**src/rtl/program_port_arbiter.sv**
```systemverilog
// program_port_arbiter: round-robin sharing of one combinational program-memory read port
// between a fetch (I) and a load/debug (D) requester, with one-cycle registered responses.
module program_port_arbiter #(
  parameter int ADDR_WIDTH = 32,
  parameter int INST_WIDTH = 32
) (
  input  logic                  i_Clock,
  input  logic                  i_Reset,
  input  logic                  i_IReq,
  input  logic [ADDR_WIDTH-1:0] i_IAddr,
  output logic                  o_IAck,
  output logic                  o_IValid,
  output logic [INST_WIDTH-1:0] o_IData,
  output logic                  o_IErr,
  input  logic                  i_DReq,
  input  logic [ADDR_WIDTH-1:0] i_DAddr,
  output logic                  o_DAck,
  output logic                  o_DValid,
  output logic [INST_WIDTH-1:0] o_DData,
  output logic                  o_DErr,
  output logic [ADDR_WIDTH-1:0] o_MemAddr,
  input  logic [INST_WIDTH-1:0] i_MemData
);
  typedef enum logic {PRIO_I, PRIO_D} prio_t;
  prio_t                 prio_q, prio_d;
  logic                  i_valid_q, i_valid_d, d_valid_q, d_valid_d;
  logic                  i_err_q, i_err_d, d_err_q, d_err_d;
  logic [INST_WIDTH-1:0] i_data_q, i_data_d, d_data_q, d_data_d;
  logic                  grant_i, grant_d, misaligned;
  logic [INST_WIDTH-1:0] word;
  // Acks are gated by reset so nothing is granted while the block is held in reset.
  always_comb begin
    grant_i    = i_Reset && i_IReq && (!i_DReq || prio_q == PRIO_I);
    grant_d    = i_Reset && i_DReq && (!i_IReq || prio_q == PRIO_D);
    o_MemAddr  = grant_i ? i_IAddr : grant_d ? i_DAddr : '0;
    misaligned = |o_MemAddr[1:0];
    word       = misaligned ? '0 : i_MemData;
    prio_d     = grant_i ? PRIO_D : grant_d ? PRIO_I : prio_q;
    i_valid_d  = grant_i;
    i_data_d   = grant_i ? word : i_data_q;
    i_err_d    = grant_i ? misaligned : i_err_q;
    d_valid_d  = grant_d;
    d_data_d   = grant_d ? word : d_data_q;
    d_err_d    = grant_d ? misaligned : d_err_q;
  end
  always_ff @(posedge i_Clock or negedge i_Reset) begin
    if (!i_Reset) begin
      prio_q    <= PRIO_I;
      i_valid_q <= 1'b0;
      i_data_q  <= '0;
      i_err_q   <= 1'b0;
      d_valid_q <= 1'b0;
      d_data_q  <= '0;
      d_err_q   <= 1'b0;
    end else begin
      prio_q    <= prio_d;
      i_valid_q <= i_valid_d;
      i_data_q  <= i_data_d;
      i_err_q   <= i_err_d;
      d_valid_q <= d_valid_d;
      d_data_q  <= d_data_d;
      d_err_q   <= d_err_d;
    end
  end
  assign o_IAck   = grant_i;
  assign o_DAck   = grant_d;
  assign o_IValid = i_valid_q;
  assign o_IData  = i_data_q;
  assign o_IErr   = i_err_q;
  assign o_DValid = d_valid_q;
  assign o_DData  = d_data_q;
  assign o_DErr   = d_err_q;
endmodule
```
**config.mk**
```make
export PLATFORM = sky130hd
export DESIGN_NAME = program_port_arbiter
export DESIGN_NICKNAME = d
export VERILOG_FILES = /design/src/rtl/program_port_arbiter.sv
export SDC_FILE = /design/constraint.sdc
export NUM_CORES = 1
export LEC_CHECK = 0
export CAP_MARGIN = 20
export CORE_ASPECT_RATIO = 1.4
export CORE_MARGIN = 5
export CORE_UTILIZATION = 37
export CTS_CLUSTER_SIZE = 10
export DETAILED_ROUTE_END_ITERATION = 10
export GPL_ROUTABILITY_DRIVEN = 1
export GPL_TIMING_DRIVEN = 0
export HOLD_SLACK_MARGIN = 0.1
export PLACE_DENSITY = 0.91
export SETUP_SLACK_MARGIN = 0.1
export SYNTH_ARGS = -nofsm -noshare
export SYNTH_HDL_FRONTEND = slang
export SYNTH_SLANG_ARGS = --single-unit
```
**constraint.sdc**
```tcl
create_clock -name i_Clock -period 2.1 [get_ports i_Clock]
set_input_delay 0.525 -clock i_Clock [delete_from_list [all_inputs] [get_ports i_Clock]]
set_output_delay 0.525 -clock i_Clock [all_outputs]
set_load 0.05 [all_outputs]
```
======== Word level (Yosys, flattened, before mapping) ========
Cells that the tools add are included.
storage, ports and cells
  bits in registers ....................... 69
  input port bits ......................... 100
  output and inout bits ................... 102
  logic and storage cells ................. 23
cells by class
  muxes and demuxes ....................... 5
  bitwise gates (word level) .............. 1
  reductions and logical operators ........ 10
operators by type and width
  operator             number
  $mux W32             3
  $logic_and A1 B1 Y1  4
  $logic_not A1 Y1     2
  $logic_or A1 B1 Y1   2
  $mux W1              2
  $reduce_bool A2 Y1   1
  $reduce_or A2 Y1     1
  $not A1 Y1           1

======== Depth between registers and ports, before layout ========
  depth in word-level cells ............... 7
  mapped depth ............................ 7
  mapped depth without buffers ............ 5

======== Worst setup path before layout ========
OpenSTA, ideal clock, no wires.
  kind .................................... input -> output
  start ................................... in i_IReq
  end ..................................... out o_MemAddr[23]
  data arrival time ....................... 1.876 ns
  required time ........................... 1.575 ns
  setup slack ............................. -0.301 ns
  cell stages on the path ................. 6
  path buffers ............................ 2
  path through ............................ a21boi_2 -> nand2_1 -> inv_2 -> buf_4 -> buf_2 -> a22o_1
between the ends
  elaborated cells on any way between the ends .. 7
  classes of those cells .................. mux (2); reduce/logical (5)
RTL lines
  item                               RTL line  source
  from (decl)                        9         input logic i_IReq,
  $logic_and A1 B1 Y1 (2 in series)  33        grant_i = i_Reset && i_IReq && (!i_DReq || prio_q == PRIO_I);
  net o_IAck                         11        output logic o_IAck,
  $mux W32                           35        o_MemAddr = grant_i ? i_IAddr : grant_d ? i_DAddr : '0;
  to (decl)                          21        output logic [ADDR_WIDTH-1:0] o_MemAddr,
The timed path passes the listed nets, and every way through them passes these cells.

======== Worst setup path after layout ========
  start ................................... reg prio_q
  end ..................................... out o_MemAddr[8]
between the ends
  word-level cells in the longest chain between the ends .. 4
  elaborated cells on any way between the ends .. 7
  classes of those cells .................. mux (2); bitwise (1); reduce/logical (4)
ends and longest elaborated chain
  item                                                       RTL line  source
  from (decl)                                                25        prio_t prio_q, prio_d;
  from (signal assigned)                                     56        prio_q <= prio_d;
  $logic_or A1 B1 Y1 or $not A1 Y1 (tied branches)           34, 33
  $logic_and A1 B1 Y1 or $logic_or A1 B1 Y1 (tied branches)  34, 33
  $mux W32 or $logic_and A1 B1 Y1 (tied branches)            35, 33
  $mux W32 (*)                                               35
Every way passes the cells marked *; elsewhere a longest branch is shown, timed or not.

==> out/results.ini <==
[synthesis]
synth_cell_types=18
netlist_instances=341
syn-num-nets=441
synthMuxAreaShare_pct=0
ys_seq_area_share_pct=54.6
synth_adder_area_share_pct=0
synth-xor-area-share_pct=0
yosys.area_share.simple_pct=19.2
synth_top_family_by_area=compound AO/OA/AOI/OAI gates
synth-seq-cells=69
synth_area_um2=3160
synth-compound-area-share_pct=20.3
syn_avg_cell_area_um2=9.28
yosysWarnings=0

[die]
io_pins=202
dieArea_um2=10500
core_area_um2=8460
die_h_um=119
rows=40
die_w_um=88.1
initial_core_util_pct=37.4

[sta]
finalClockSkew_ns=0.00301
relSlewSlack_pct=64.1
slew_viol_final=0
fmax_mhz=426
setup_viol=34
hold_viol=0
rsz0062_at_grt=true
post-route-min-period_ns=2.35
worst_slack_ns=-0.246
tightest_slew_ns=0.541
finalCritPeriodShare_pct=112

[critical_path]
cp-end-kind=primary output
crit_path_frequent_cell=buf_8
critical_path_depth=8
cp_max_fo=5
reg2reg_depth=8
startpoint_type=flip-flop
reg2reg_from=prio_q$_DFFE_PN0P_
cpPeakStageDelay_ns=0.44
critical_path.top_delay_family=buffers and inverters
rrSetupSlack_ns=0.18
r2r-end=o_DData[3]$_DFFE_PN0N_
cp_num_buf_inv=5
worstPathRequired_ns=1.57
criticalPathCategory=reg2out
cp_data_arrival_time_ns=1.82
slowest_stage=dfrtp_2
cp_cell_sequence=a21boi_4 -> nand2_4 -> inv_4 -> buf_8 -> buf_12 -> clkbuf_16 -> a22o_4 -> buf_8

[routing]
wl_per_cell_um=20.7
vias_per_cell=5.48
wl_um=14500
firstDrtPassIters=5
drt.antenna.violating_nets=0
drt_iter0_drc=249
drc_errors=0
vias=3831

[power_and_ir_drop]
p_leak_uw=0.00318
p_per_area_nw_per_um2=880
vdd_drop_max_uv=493
fin_total_pwr_uw=5810

[flow_run]
cap_violations=0

[clock_network]
clk_pin_slew_ns=0.05
cts_buffers=9
cts_tree=yes
clock_sinks=69
h-tree-depth=3
clk_latency_ns=0.33
cts_buffer_depth=2
cts-root-buf=clkbuf_16

[global_route]
grt_pass1_wl_um=21200
antenna_found_initial=0
grt_pass1_vias=3969
grt_max_degree=38
grt_overflow=0
gr-usage-all-layers_pct=26.4

[run_status]
violations=setup timing
status=finished with violations

[final_layout]
drive_above_1_share_pct=25.6
finalInstanceArea_um2=6600
area_growth_pct=109
nNetsFinal=689
diodes=0

[placement]
postPlaceCellArea_um2=5430
hpwlAfterDp_um=9550
dp_worst_setup_slack_ns=-1.70
io_buffer_count=201
routabilityCongestion=0.804

[hold_path]
hp-class=in2async

power by group:
part / switching [µW] / total [µW] / internal [µW] / leakage [µW]
clock: 518 / 1470 / 953 / 0.000138
combinational: 1700 / 2620 / 918 / 0.00215
sequential: 142 / 1720 / 1580 / 0.000892
Yosys cell counts (all sizes together):
master  count  share of area [%]
inv         2               0.24
a31oi       1               0.20
nor2b       2               0.40
nand3      65                 10
nand2b      1               0.44
buf        26                4.7
clkbuf      8               0.95
nand2      67                8.0
o22a        2               0.55
dfrtp      69                 55
a21oi       1               0.16
a32oi       2               0.55
o21ai      64                 10
a21boi      1               0.36
a22o       30                8.3
final cells by class:
cell class | count | area [µm²]
inverter | 2 | 12.5
clock buffer | 15 | 258
clock inverter | 1 | 30.0
timing repair buffer | 237 | 2560
tap | 105 | 131
buffer | 34 | 308
fill | 521 | 1860
multi-input combinational | 236 | 1570
sequential | 69 | 1730
worst register-to-register path, cell delays in order (launching register included):
cell and delay, ns:
dfrtp_2 0.44, a21boi_4 0.24, buf_6 0.15, a32oi_2 0.07, nor2b_2 0.21, buf_6 0.13, buf_4 0.18, buf_2 0.27
o21ai_1 0.12
worst max-delay path by stage:
stage                                  start  slack (ns)       endpoint
after floorplan                       i_IReq       -0.05  o_MemAddr[23]
after global placement               i_Reset       -3.98  o_MemAddr[19]
after detailed placement             i_Reset       -1.70  o_MemAddr[19]
after CTS                 prio_q$_DFFE_PN0P_       -0.18   o_MemAddr[5]
after global routing      prio_q$_DFFE_PN0P_       -0.28   o_MemAddr[8]
final                     prio_q$_DFFE_PN0P_       -0.25   o_MemAddr[8]
layer usage:
metal	vias to the layer above	GRT usage (%)	part of all wire [%]
met2	244	46.4	53
met4	0	9.83	3.0
met5	-	0	0
met1	1852	29.2	35
li1	1699	-	-
met3	36	8.17	9.2
cells in the final DEF, fill, tap and decap left out, drive strengths merged:
master / n
clkdlybuf4s50: 96
buf: 93
dfrtp: 69
nand2: 67
dlygate4sd2: 66
nand3: 65
o21ai: 64
a22o: 30
clkbuf: 28
inv: 2
o22a: 2
dlymetal6s2s: 2
a32oi: 2
nor2b: 2
a21boi: 1
nand2b: 1
a21oi: 1
a31oi: 1
bufinv: 1
bufbuf: 1
state kept, by name, summed over array words and instances, names as in the netlist:
name and flops:
o_IValid 1, o_IData 32, o_IErr 1, prio_q 1, o_DData 32, o_DErr 1, o_DValid 1
metrics by stage:
step	setup TNS (ns)	utilization, %	hold slack [ns]	cells
global route	-8.45	78.0	0.170	699
detailed placement	-79.52	64.2	0.478	647
floorplan	-0.0465	-	0.229	341
finish	-7.27	78.0	0.168	699
CTS	-5.08	74.8	0.164	690
global placement	-431.47	64.3	0.467	647
cell families after synthesis:
logic type,Yosys count
simple gates,135
flops,69
compound gates,101
buf+inv,36
timing repair:
item	in CTS	in global routing
hold buffers	1	0
setup buffers	23	7
setup endpoints to repair	162	51
resized for setup	388	39
gates cloned	3	3
hold endpoints to repair	32	0
pin swaps	10	17
No activity file was read; power rests on OpenSTA's default activity.
